<file path="src/rtl/alu_arb.sv">
// alu_arb: two requesters time-share one ALU under round-robin arbitration.
// Results come back through a one-entry registered response with valid/ready.

module alu_arb_alu #(
    parameter int DATA_LEN = 32
) (
    input  logic [3:0]          op,
    input  logic [DATA_LEN-1:0] src1,
    input  logic [DATA_LEN-1:0] src2,
    output logic [DATA_LEN-1:0] result,
    output logic                less,
    output logic                zero
);

    localparam logic [3:0] ALU_OP_ADD  = 4'd0;
    localparam logic [3:0] ALU_OP_SUB  = 4'd1;
    localparam logic [3:0] ALU_OP_AND  = 4'd2;
    localparam logic [3:0] ALU_OP_OR   = 4'd3;
    localparam logic [3:0] ALU_OP_XOR  = 4'd4;
    localparam logic [3:0] ALU_OP_SLL  = 4'd5;
    localparam logic [3:0] ALU_OP_SRL  = 4'd6;
    localparam logic [3:0] ALU_OP_SRA  = 4'd7;
    localparam logic [3:0] ALU_OP_SLT  = 4'd8;
    localparam logic [3:0] ALU_OP_SLTU = 4'd9;

    logic [4:0] shamt;
    logic       lt_s;
    logic       lt_u;
    logic       is_cmp;

    assign shamt  = src2[4:0];
    assign lt_s   = $signed(src1) < $signed(src2);
    assign lt_u   = src1 < src2;
    assign is_cmp = (op == ALU_OP_SLT) || (op == ALU_OP_SLTU);

    // Result selection; unknown codes fall through to zero.
    always_comb begin
        result = '0;
        case (op)
            ALU_OP_ADD:  result = src1 + src2;
            ALU_OP_SUB:  result = src1 - src2;
            ALU_OP_AND:  result = src1 & src2;
            ALU_OP_OR:   result = src1 | src2;
            ALU_OP_XOR:  result = src1 ^ src2;
            ALU_OP_SLL:  result = src1 << shamt;
            ALU_OP_SRL:  result = src1 >> shamt;
            ALU_OP_SRA:  result = $signed(src1) >>> shamt;
            ALU_OP_SLT:  result = {{(DATA_LEN-1){1'b0}}, lt_s};
            ALU_OP_SLTU: result = {{(DATA_LEN-1){1'b0}}, lt_u};
            default:     result = '0;
        endcase
    end

    // Compares report their own flag; everything else reports the sign bit.
    always_comb begin
        less = result[DATA_LEN-1];
        if (is_cmp) begin
            less = (op == ALU_OP_SLT) ? lt_s : lt_u;
        end
    end

    assign zero = (result == '0);

endmodule

module alu_arb #(
    parameter int DATA_LEN = 32
) (
    input  logic                clk,
    input  logic                rst,
    input  logic                req0_valid,
    output logic                req0_ready,
    input  logic [DATA_LEN-1:0] req0_src1,
    input  logic [DATA_LEN-1:0] req0_src2,
    input  logic [3:0]          req0_op,
    input  logic                req1_valid,
    output logic                req1_ready,
    input  logic [DATA_LEN-1:0] req1_src1,
    input  logic [DATA_LEN-1:0] req1_src2,
    input  logic [3:0]          req1_op,
    output logic                resp_valid,
    input  logic                resp_ready,
    output logic                resp_id,
    output logic [DATA_LEN-1:0] resp_result,
    output logic                resp_less,
    output logic                resp_zero
);

    typedef enum logic {
        IDLE = 1'b0,
        RESP = 1'b1
    } state_t;

    state_t state;
    logic   rr;
    logic   window;
    logic   grant0;
    logic   grant1;
    logic   accept;
    logic   sel;

    logic [DATA_LEN-1:0] alu_src1;
    logic [DATA_LEN-1:0] alu_src2;
    logic [3:0]          alu_op;
    logic [DATA_LEN-1:0] alu_result;
    logic                alu_less;
    logic                alu_zero;

    // Window opens when nothing is held, or the held response leaves now.
    always_comb begin
        window = 1'b0;
        if (!rst) begin
            window = (state == IDLE) || resp_ready;
        end
    end

    // Round-robin pick; rr only breaks ties when both requesters are valid.
    always_comb begin
        grant0 = req0_valid && (!req1_valid || !rr);
        grant1 = req1_valid && (!req0_valid || rr);
    end

    assign req0_ready = window && grant0;
    assign req1_ready = window && grant1;
    assign accept     = req0_ready || req1_ready;
    assign sel        = req1_ready;

    // Steer the granted requester's operands into the shared ALU.
    always_comb begin
        alu_src1 = req0_src1;
        alu_src2 = req0_src2;
        alu_op   = req0_op;
        if (sel) begin
            alu_src1 = req1_src1;
            alu_src2 = req1_src2;
            alu_op   = req1_op;
        end
    end

    alu_arb_alu #(
        .DATA_LEN (DATA_LEN)
    ) u_alu (
        .op     (alu_op),
        .src1   (alu_src1),
        .src2   (alu_src2),
        .result (alu_result),
        .less   (alu_less),
        .zero   (alu_zero)
    );

    // Response FSM: load on accept, drain on handshake, hold otherwise.
    always_ff @(posedge clk) begin
        if (rst) begin
            state       <= IDLE;
            rr          <= 1'b0;
            resp_valid  <= 1'b0;
            resp_id     <= 1'b0;
            resp_result <= '0;
            resp_less   <= 1'b0;
            resp_zero   <= 1'b0;
        end else if (accept) begin
            state       <= RESP;
            rr          <= ~sel;
            resp_valid  <= 1'b1;
            resp_id     <= sel;
            resp_result <= alu_result;
            resp_less   <= alu_less;
            resp_zero   <= alu_zero;
        end else if (resp_valid && resp_ready) begin
            state      <= IDLE;
            resp_valid <= 1'b0;
        end
    end

endmodule

</file>
<file path="config.mk">
export PLATFORM = sky130hd
export DESIGN_NAME = alu_arb
export DESIGN_NICKNAME = d
export VERILOG_FILES = /design/src/rtl/alu_arb.sv
export SDC_FILE = /design/constraint.sdc
export NUM_CORES = 1
export LEC_CHECK = 0
export ABC_AREA = 1
export BUFFER_PORTS_ARGS = -buffer_cell sky130_fd_sc_hd__clkbuf_2
export CORE_UTILIZATION = 29
export CTS_CLUSTER_DIAMETER = 50
export DETAILED_ROUTE_END_ITERATION = 16
export SYNTH_ARGS = -nofsm -noshare
export SYNTH_HDL_FRONTEND = slang
export SYNTH_SLANG_ARGS = --single-unit
</file>
<file path="constraint.sdc">
create_clock -name clk -period 7.6 [get_ports clk]
set_clock_uncertainty 0.05 [all_clocks]
set_input_delay 1.52 -clock clk [delete_from_list [all_inputs] [get_ports clk]]
set_output_delay 1.52 -clock clk [all_outputs]
set_load 0.01 [all_outputs]
</file>
==> reports/qor.yml <==
worst_setup_path:
  endpoint_kind: "flop"
  critical_path_arrival_ps: 6230
  setup.reg_to_reg.worst_slack_ps: 2440
  path_delay_family: "simple AND/OR/NAND/NOR gates"
  required_ps: 7770
  critical_path_buf_inv_count: 7
  start_kind: "input pin"
  worst_path_largest_cell_delay_ps: 530
  critical_path_peak_fanout: 57
  crit_slowest_cell: "sky130_fd_sc_hd__ha_1"
  critPathKind: "input pin to flop"
synth:
  synth_area_leader_cell: "sky130_fd_sc_hd__nand2_1"
  synth.cells.most_frequent: "sky130_fd_sc_hd__nand2_1, sky130_fd_sc_hd__nand3_1, sky130_fd_sc_hd__inv_1"
  synth_enable_flop_cells: 0
  synth_ff_type: "sky130_fd_sc_hd__dfxtp_1"
  async_reset_ff_share_pct: 0
  post_synth_inst_count: 2392
  part_of_the_yosys_area_used_for_sequential_elements_pct: 6.00
  synth.ff_latch_count: 37
  syn_area_mm2: 0.0123
  synth-warning-count: 0
  synth_top_area_share_pct: 21.8
  synthesis.area_per_instance_um2: 5.16
  most_repeated_cell_in_the_gate_level_netlist_after_synthesis: "sky130_fd_sc_hd__nand2_1"
  net_count_synth: 2632
  synth.area.top_cells: "sky130_fd_sc_hd__nand2_1, sky130_fd_sc_hd__nand3_1, sky130_fd_sc_hd__ha_1"
  post_synth_num_cell_types: 49
global_routing:
  grt_antenna_before_repair: 0
  grt_first_pass_wirelength_um: 93200
  maximum_number_of_pins_on_one_net_before_global_route_repair: 71
  grt_pass1_vias: 15425
  gr-total-overflow: 0
  globalRouteTotalUtil_pct: 28.1
timing:
  final_critical_path_setup_slack_ps: 1540
  final_max_slew_viol_count: 0
  worst_pin_slew_ps: 1070
  rsz_0062_raised_after_global_routing: "false"
  max-slew-margin-rel_pct: 28.3
  fmaxAchievable_mhz: 165
  final_hold_viol_count: 0
  final_min_period_over_clock_period_pct: 79.8
  timing.setup.tns_ps: 0
  layout_min_cycle_time_ps: 6060
  report.final.setup_viol: 0
  whs_ps: 435
clock_network:
  cts_resized: 0
  cts_sinks: 37
  cts.repair_timing.setup_buffer_count: 0
  cts_max_path_buffers: 2
  cts-hold-fix-buffers: 0
  cts_made_buffers: 5
  tritoncts: "done"
  path_clk_slew_ps: 60
  htree_num_levels: 2
  cts-root-buf: "sky130_fd_sc_hd__clkbuf_16"
  clock_latency_late_sink_ps: 280
floorplan:
  floorplan.die.width_um: 208
  core-area_mm2: 0.0419
  floorplan.initialDensity_pct: 29.4
  fp.dieH_um: 208
  placement_rows: 75
  io-pin-count: 179
  die-area_mm2: 0.0434
power:
  power.density_mw_per_mm2: 134
  power_leakage_nw: 7.46
  irDropWorstVdd_v: 0.000107
  power.total_mw: 1.83
final_layout:
  share_of_layout_cells_above_drive_strength_1_pct: 11.0
  net_total_in_the_final_layout: 2729
  layout.core_utilization_pct: 32.5
  fillers: 4899
  syn_to_final_growth_pct: 10.5
  sequential_area_um2: 741
  multiInputGateArea_mm2: 0.00979
routing:
  detailed_route_wl_um: 62200
  viasPerCell: 5.44
  drc: 0
  drt_pre_antenna_iters: 6
  initialDrtViolationCount: 1996
  wl_per_cell_um: 20.5
  vias: 16470
  number_of_nets_with_antenna_violations_after_routing: 0
placement:
  detailedPlace.worstSlack_ps: 1300
  detailedPlacementHpwl_um: 51400
  port_buffers: 178
  place_congestion: 1.02
flow_run:
  max_cap_violations: 0
hold_path:
  hold_path_class: "flop to flop"
outcome:
  run_status: "finished, final reports clean"
-- placed cells by master, fill, tap and decap left out, types with 17 or more instances in the layout --
cell type,n
sky130_fd_sc_hd__nand2_1,715
sky130_fd_sc_hd__nand3_1,426
sky130_fd_sc_hd__inv_1,305
sky130_fd_sc_hd__nor2_1,212
sky130_fd_sc_hd__clkbuf_2,178
sky130_fd_sc_hd__a21oi_1,128
sky130_fd_sc_hd__o21ai_0,125
sky130_fd_sc_hd__ha_1,97
sky130_fd_sc_hd__dfxtp_1,37
sky130_fd_sc_hd__buf_4,28
sky130_fd_sc_hd__nand3b_1,24
sky130_fd_sc_hd__nor3_1,22
sky130_fd_sc_hd__o211ai_1,19
sky130_fd_sc_hd__o21a_1,19
sky130_fd_sc_hd__nand4_1,17
-- final cells by class --
| cell class | instances | area share, % |
|---|---|---|
| Antenna cell | 1 | 0.0183 |
| Clock buffer | 5 | 0.917 |
| Clock inverter | 1 | 0.0367 |
| Inverter | 316 | 8.71 |
| Multi-Input combinational cell | 1922 | 71.7 |
| Sequential cell | 37 | 5.43 |
| Tap cell | 539 | 4.94 |
| Timing Repair Buffer | 207 | 8.21 |
-- state kept, by name, indices dropped and copies added (netlist names) --
name / count
state: 1
resp_result: 32
resp_id: 1
resp_zero: 1
resp_less: 1
rr: 1
-- metal layers --
layer / up-vias / part of all wire [%] / wire length (µm) / track usage [%]
met2: 894 / 45 / 27700 / 45.8
met3: 161 / 8.5 / 5320 / 2.99
met1: 7429 / 42 / 25900 / 37.0
met5: - / 0 / 0 / 0
met4: 0 / 5.3 / 3290 / 12.9
li1: 7986 / - / - / -
-- stage by stage --
stage | area (µm²) | instances
final | 13600 | 3028
after global routing | 13600 | 3027
after CTS | 13600 | 3027
after detailed placement | 13500 | 3021
after global placement | 13500 | 3021
after floorplan | 12300 | 2392
-- kinds of logic after synthesis --
| group | share of synthesized area [%] |
|---|---|
| XOR/XNOR | 0.142 |
| buffers and inverters | 14.9 |
| adder cells (fa/ha/maj) | 10.2 |
| AO/OA/AOI/OAI | 18.1 |
| flip-flops | 6.00 |
| AND/OR/NAND/NOR | 50.7 |
-- worst register-to-register path, cell delays in order, from the launching register on --
cell	delay, ps
sky130_fd_sc_hd__dfxtp_1	350
sky130_fd_sc_hd__inv_2	110
sky130_fd_sc_hd__a21oi_4	130
sky130_fd_sc_hd__buf_4	300
sky130_fd_sc_hd__nand2_8	300
sky130_fd_sc_hd__buf_12	320
sky130_fd_sc_hd__o21ai_2	150
sky130_fd_sc_hd__buf_4	190
sky130_fd_sc_hd__inv_1	90
sky130_fd_sc_hd__ha_1	530
sky130_fd_sc_hd__inv_1	240
sky130_fd_sc_hd__a21oi_1	270
sky130_fd_sc_hd__o21ai_0	260
sky130_fd_sc_hd__a21oi_1	180
sky130_fd_sc_hd__inv_1	110
sky130_fd_sc_hd__a21oi_1	220
sky130_fd_sc_hd__nand3_1	110
sky130_fd_sc_hd__nand3_1	100
sky130_fd_sc_hd__nand2_1	80
sky130_fd_sc_hd__nor2_1	260
sky130_fd_sc_hd__nand3_1	110
sky130_fd_sc_hd__nor2_1	180
sky130_fd_sc_hd__nand2_1	70
sky130_fd_sc_hd__nor2_1	160
sky130_fd_sc_hd__nand3_1	90
sky130_fd_sc_hd__a21oi_1	150
-- worst paths after layout --
check	startpoint	cells after the start	endpoint
max	req0_valid	25	resp_zero
min	resp_id	2	resp_id
max reg2reg	rr	25	resp_zero
min reg2reg	resp_id	2	resp_id
-- power breakdown --
group / switching (mW) / internal, mW
registers: 0.0125 / 0.215
logic: 1.01 / 0.402
clock network: 0.0755 / 0.117
(Power assumes the default switching activity.)
